[src/rtl/inst_prefetch_buffer.sv]
// inst_prefetch_buffer: decouples instruction memory from the fetch/decode front end.
// Issues sequential word fetches, queues returned instructions with their PC, and
// presents one instruction per cycle through the IF_* output register.
// Optional feature macro: FETCH_MISALIGN_TRAP_EN (sticky misaligned-redirect flag).
module inst_prefetch_buffer #(
    parameter int unsigned DEPTH           = 4,
    parameter int unsigned MAX_OUTSTANDING = 2,
    parameter logic [31:0] RESET_PC        = 32'h0
) (
    input  logic        clk,
    input  logic        rst,
    input  logic        jmp_vld,
    input  logic [31:0] jmp_addr,
    input  logic        hold,
    output logic        imem_req_vld,
    input  logic        imem_req_rdy,
    output logic [31:0] imem_req_addr,
    input  logic        imem_rsp_vld,
    input  logic [31:0] imem_rsp_data,
    output logic        IF_vld,
    output logic [31:0] IF_pc,
    output logic [31:0] IF_inst,
    output logic        IF_misalign
);

    localparam int PW = $clog2(DEPTH);
    localparam int CW = PW + 1;
    localparam logic [CW:0]   DEPTH_W = (CW + 1)'(DEPTH);
    localparam logic [CW-1:0] MAX_W   = CW'(MAX_OUTSTANDING);

    logic [31:0]   fetchPc_q, fetchPc_d;
    logic [31:0]   rspPc_q, rspPc_d;
    logic [31:0]   qPc_q [DEPTH];
    logic [31:0]   qInst_q [DEPTH];
    logic [PW-1:0] head_q, head_d;
    logic [PW-1:0] tail_q, tail_d;
    logic [CW-1:0] count_q, count_d;
    logic [CW-1:0] outstanding_q, outstanding_d;
    logic [CW-1:0] discard_q, discard_d;
    logic          ifVld_q, ifVld_d;
    logic [31:0]   ifPc_q, ifPc_d;
    logic [31:0]   ifInst_q, ifInst_d;

    logic [31:0]   jmpTarget;
    logic          misalignFlag;
    logic [CW:0]   occupancy;
    logic          accept;
    logic          rspLive;
    logic          push;
    logic          pop;

`ifdef FETCH_MISALIGN_TRAP_EN
    logic misalign_q;

    assign jmpTarget    = jmp_addr;
    assign misalignFlag = misalign_q;

    // Sticky flag: set by a misaligned redirect, cleared only by an aligned one
    always_ff @(posedge clk or posedge rst) begin
        if (rst) begin
            misalign_q <= 1'b0;
        end else if (jmp_vld) begin
            misalign_q <= (jmp_addr[1:0] != 2'b00);
        end
    end
`else
    logic [1:0] unusedJmpLsbs;

    assign unusedJmpLsbs = jmp_addr[1:0];
    assign jmpTarget     = {jmp_addr[31:2], 2'b00};
    assign misalignFlag  = 1'b0;
`endif

    // Slots are reserved at accept time, so queued plus in-flight never exceeds DEPTH
    assign occupancy     = {1'b0, count_q} + {1'b0, outstanding_q};
    assign imem_req_vld  = (occupancy < DEPTH_W) && (outstanding_q < MAX_W) && !jmp_vld && !misalignFlag;
    assign imem_req_addr = fetchPc_q;
    assign accept        = imem_req_vld && imem_req_rdy;
    assign rspLive       = imem_rsp_vld && (outstanding_q != '0);
    assign push          = rspLive && (discard_q == '0) && !jmp_vld;
    assign pop           = !jmp_vld && !hold && (count_q != '0);

    assign IF_vld      = ifVld_q;
    assign IF_pc       = ifPc_q;
    assign IF_inst     = ifInst_q;
    assign IF_misalign = misalignFlag;

    // Next-state: a redirect overrides everything; otherwise pop-before-push so no bypass
    always_comb begin
        fetchPc_d     = fetchPc_q;
        rspPc_d       = rspPc_q;
        head_d        = head_q;
        tail_d        = tail_q;
        count_d       = count_q;
        outstanding_d = outstanding_q;
        discard_d     = discard_q;
        ifVld_d       = ifVld_q;
        ifPc_d        = ifPc_q;
        ifInst_d      = ifInst_q;
        if (jmp_vld) begin
            fetchPc_d     = jmpTarget;
            rspPc_d       = jmpTarget;
            head_d        = '0;
            tail_d        = '0;
            count_d       = '0;
            outstanding_d = outstanding_q - CW'(rspLive);
            // outstanding already counts earlier stale requests, so every request
            // still in flight after this edge is stale: that is the new discard count
            discard_d     = outstanding_q - CW'(rspLive);
            ifVld_d       = 1'b0;
        end else begin
            if (accept) begin
                fetchPc_d = fetchPc_q + 32'd4;
            end
            outstanding_d = outstanding_q + CW'(accept) - CW'(rspLive);
            if (rspLive && (discard_q != '0)) begin
                discard_d = discard_q - CW'(1);
            end
            if (push) begin
                tail_d  = tail_q + PW'(1);
                rspPc_d = rspPc_q + 32'd4;
            end
            if (pop) begin
                head_d   = head_q + PW'(1);
                ifVld_d  = 1'b1;
                ifPc_d   = qPc_q[head_q];
                ifInst_d = qInst_q[head_q];
            end else if (!hold) begin
                ifVld_d = 1'b0;
            end
            count_d = count_q + CW'(push) - CW'(pop);
        end
    end

    // Control and output registers, cleared asynchronously
    always_ff @(posedge clk or posedge rst) begin
        if (rst) begin
            fetchPc_q     <= RESET_PC;
            rspPc_q       <= RESET_PC;
            head_q        <= '0;
            tail_q        <= '0;
            count_q       <= '0;
            outstanding_q <= '0;
            discard_q     <= '0;
            ifVld_q       <= 1'b0;
            ifPc_q        <= 32'h0;
            ifInst_q      <= 32'h0000_0013;
        end else begin
            fetchPc_q     <= fetchPc_d;
            rspPc_q       <= rspPc_d;
            head_q        <= head_d;
            tail_q        <= tail_d;
            count_q       <= count_d;
            outstanding_q <= outstanding_d;
            discard_q     <= discard_d;
            ifVld_q       <= ifVld_d;
            ifPc_q        <= ifPc_d;
            ifInst_q      <= ifInst_d;
        end
    end

    // Queue storage; validity is tracked by head/tail/count so no reset is needed
    always_ff @(posedge clk) begin
        if (push) begin
            qPc_q[tail_q]   <= rspPc_q;
            qInst_q[tail_q] <= imem_rsp_data;
        end
    end

`ifndef SYNTHESIS
    rspWithoutRequest: assert property (@(posedge clk) disable iff (rst)
        !(imem_rsp_vld && (outstanding_q == '0)));
`endif

endmodule

[config.mk]
export PLATFORM = sky130hd
export DESIGN_NAME = inst_prefetch_buffer
export DESIGN_NICKNAME = d
export VERILOG_FILES = /design/src/rtl/inst_prefetch_buffer.sv
export SDC_FILE = /design/constraint.sdc
export NUM_CORES = 1
export LEC_CHECK = 0
export CAP_MARGIN = 15
export CORE_UTILIZATION = 35
export DETAILED_ROUTE_END_ITERATION = 7
export PLACE_DENSITY_LB_ADDON = 0.12
export SLEW_MARGIN = 20
export SYNTH_ARGS = -nofsm -noshare
export SYNTH_HDL_FRONTEND = slang
export SYNTH_SLANG_ARGS = --single-unit
[constraint.sdc]
create_clock -name clk -period 6.1 [get_ports clk]
set_clock_uncertainty 0.2 [all_clocks]
set_input_delay 0.915 -clock clk [delete_from_list [all_inputs] [get_ports clk]]
set_output_delay 0.915 -clock clk [all_outputs]
set_load 0.005 [all_outputs]
==> key figures <==
Route
  – Drt wl/cell: 20.7 um
  – DR iter-0 viols: 485
  – Remaining DRCs: 0
  – First drt pass iteration count: 4
  – Total wire length: 35900 um
  – Vias per cell: 5.01
  – Routed vias: 8703
  – Antenna-violating nets left: 0

Logic synthesis
  – Most numerous cell in the Yosys netlist: edfxtp_1
  – Post-synthesis sequential area ratio: 0.695
  – Yosys top cell by area: edfxtp_1
  – Commonest cells post-synth: edfxtp_1, dfrtp_1, mux2_2, mux4_2, nand2_1
  – Cells after synthesis: 927
  – Yosys reg bits: 384
  – Post-synth cell types: 55
  – Number of synthesized flops with an enable pin: 248
  – Post-synth top flop: edfxtp_1
  – Syn. warnings: 0
  – Post-synth top area share: 0.477
  – Post-synthesis cell area: 0.0156 mm^2
  – Main area contributors after synthesis: edfxtp_1, dfrtp_1, mux4_2
  – Post-synthesis async set-or-reset flop share: 0.354
  – Avg Cell Area, Syn: 16.9 um^2

Hold path
  – Min-Delay Startpoint: IF_pc[18]
  – Hold endpoint: IF_pc[18]
  – WHS Path Cells: 1
  – Worst Hold Class: flip-flop to flip-flop

Placed design
  – Port Buffers: 161
  – Final HPWL DP: 22200 um
  – GPL Wtd Cong: 0.771
  – Dpl ws: 1.97 ns

Clock network
  – TritonCTS buffer count: 43
  – CTS tree: done
  – Setup Buffers After CTS: 0
  – Max Buffers Root-to-Sink: 3
  – Post-CTS sizing: 0
  – Clk_lat worst skew: 0.54 ns
  – Clock transition at the registers of the reported paths: 0.06 ns
  – Hold-fix buffers, CTS: 0
  – Clock Sinks: 384
  – Root buf cell: clkbuf_16
  – H-Tree Depth: 2

Setup path
  – Req. time, crit path: 6.16 ns
  – Worst reg2reg path startpoint: outstanding_q[2]
  – CP arrival: 3.53 ns
  – WS Path Type: input pin to flip-flop
  – RR Endpoint: outstanding_q[2]
  – Reg2reg path depth: 11
  – Worst setup EP type: flip-flop
  – FF-to-FF setup slack: 2.85 ns
  – Crit start category: input pin
  – Worst-path fanout max: 54

Timing
  – RSZ-0062 raised after global routing: no
  – Total Neg Setup Slack: 0 ns
  – Max transition margin: 0.323
  – Worst setup margin: 2.63 ns
  – Final setup violation count: 0
  – Period utilization: 0.569
  – FMAX: 288 MHz
  – Post-layout min period: 3.47 ns
  – Slew Viols, Final: 0
  – Final hold vios: 0
  – Hold_ws: 0.304 ns
  – Worst-margin pin slew: 1.01 ns

Global route
  – Vias in the first global route: 9239
  – Largest net degree at the start of global routing: 86
  – Global route total overflow: 0
  – Initial antenna violation count: 0
  – First-pass GRT wire length: 55900 um
  – GR Util All Layers: 0.164

Die
  – DIE AREA: 0.0455 mm^2
  – Core region area: 0.0441 mm^2
  – Die H: 213 um
  – Die Wd: 213 um
  – Num rows: 77
  – I/O pin cnt: 169
  – Initial Utilization: 0.354

Layout
  – Layout cell share with drive strength beyond 1: 0.208
  – Area Growth Syn to Fin: 23.5%
  – Layout net count: 1201
  – Diodes inserted: 0
  – # fillers: 4041

Power and ir drop
  – Peak VDD IR: 0.000205 V
  – P_leak: 6.73 nW
  – Total power: 0.00758 W
  – Pwr per Cell Area: 392 mW/mm^2

Run
  – Max_cap viols: 0

Status
  – Outcome: finished, final reports clean
[layout by cell type (no fill, tap or decap), types with 5 or more instances in the layout]
master             n
a21oi_1            6
a31oi_1            5
and3_1             7
buf_4             17
clkbuf_1          13
clkbuf_16         45
clkdlybuf4s50_1  160
clkinv_2           8
conb_1             5
dfrtp_1          131
edfxtp_1         248
ha_1              17
inv_1             27
mux2_2            69
mux4_2            62
nand2_1           58
nand3_1           34
nand4_1           22
nor2_1            23
nor3_1             5
o211ai_1          18
o21ai_0           39
o311ai_0           7
or4_1              6
xnor2_1           14
xor2_1            25
[cell type report]
type	count	area [um^2]	share of cell area
clock inverters	16	136	0.00706
flip-flops and latches	384	10900	0.563
multi-input cells	475	4490	0.232
well taps	592	741	0.0384
inverters	30	119	0.00616
repair buffers	178	1730	0.0898
clock buffers	62	1230	0.0637
[cells by family (layout without fill, tap and decap cells)]
group                      after synthesis  after routing  share of synthesized area
muxes                                  134            134                      0.141
xor gates and xnor gates                39             39                     0.0219
buffers and inverters                   72            286                     0.0207
adders and majority gates               19             19                     0.0162
and+or+nand+nor                        195            195                     0.0717
other                                    1              5                   0.000240
AOI/OAI and AO/OA                       83             83                     0.0338
DFF                                    384            384                      0.695
[metal layers]
metal,share of wire,global-route usage,vias up
li1,-,-,3955
met1,0.46,0.226,4498
met2,0.46,0.260,200
met3,0.052,0.0350,50
met4,0.023,0.0485,0
met5,0,0,-
[flip-flops by register name (all words and copies together), names as in the netlist, 30 cells and up]
register and flops:
IF_inst 32, IF_pc 30, imem_req_addr 30, qInst_q 128
qPc_q 120, rspPc_q 30
[through the flow]
stage	cell area (um^2)	util	cells
after floorplan	15600	-	931
after global placement	17900	0.407	1659
after detailed placement	17900	0.407	1659
after CTS	19300	0.438	1737
after global routing	19300	0.438	1737
final	19300	0.438	1737
[worst max-delay path, cell delays in order]
cell and delay [ns]:
clkdlybuf4s50_1 0.48, o31ai_2 0.06, buf_4 0.18, nor3b_2 0.65
and3_4 0.91, buf_4 0.29
[where the power goes]
part	internal, W	switching, W
clock network	0.00148	0.00103
registers	0.00314	0.000338
logic	0.00100	0.000582
total	0.00563	0.00195
[how the worst max path moves through the flow]
stage	startpoint	end	slack, ns	cells past startpoint
2_1_floorplan	rst	IF_inst[10]	1.35	1
3_3_place_gp	imem_rsp_vld	qInst_q[0][17]	1.96	6
3_5_place_dp	imem_rsp_vld	qInst_q[0][12]	1.97	6
4_1_cts	imem_rsp_vld	qInst_q[0][17]	2.55	6
5_1_grt	imem_rsp_vld	qInst_q[0][2]	2.47	6
6_report	imem_rsp_vld	qInst_q[0][13]	2.63	6
Power figures use the tool's default switching activity.
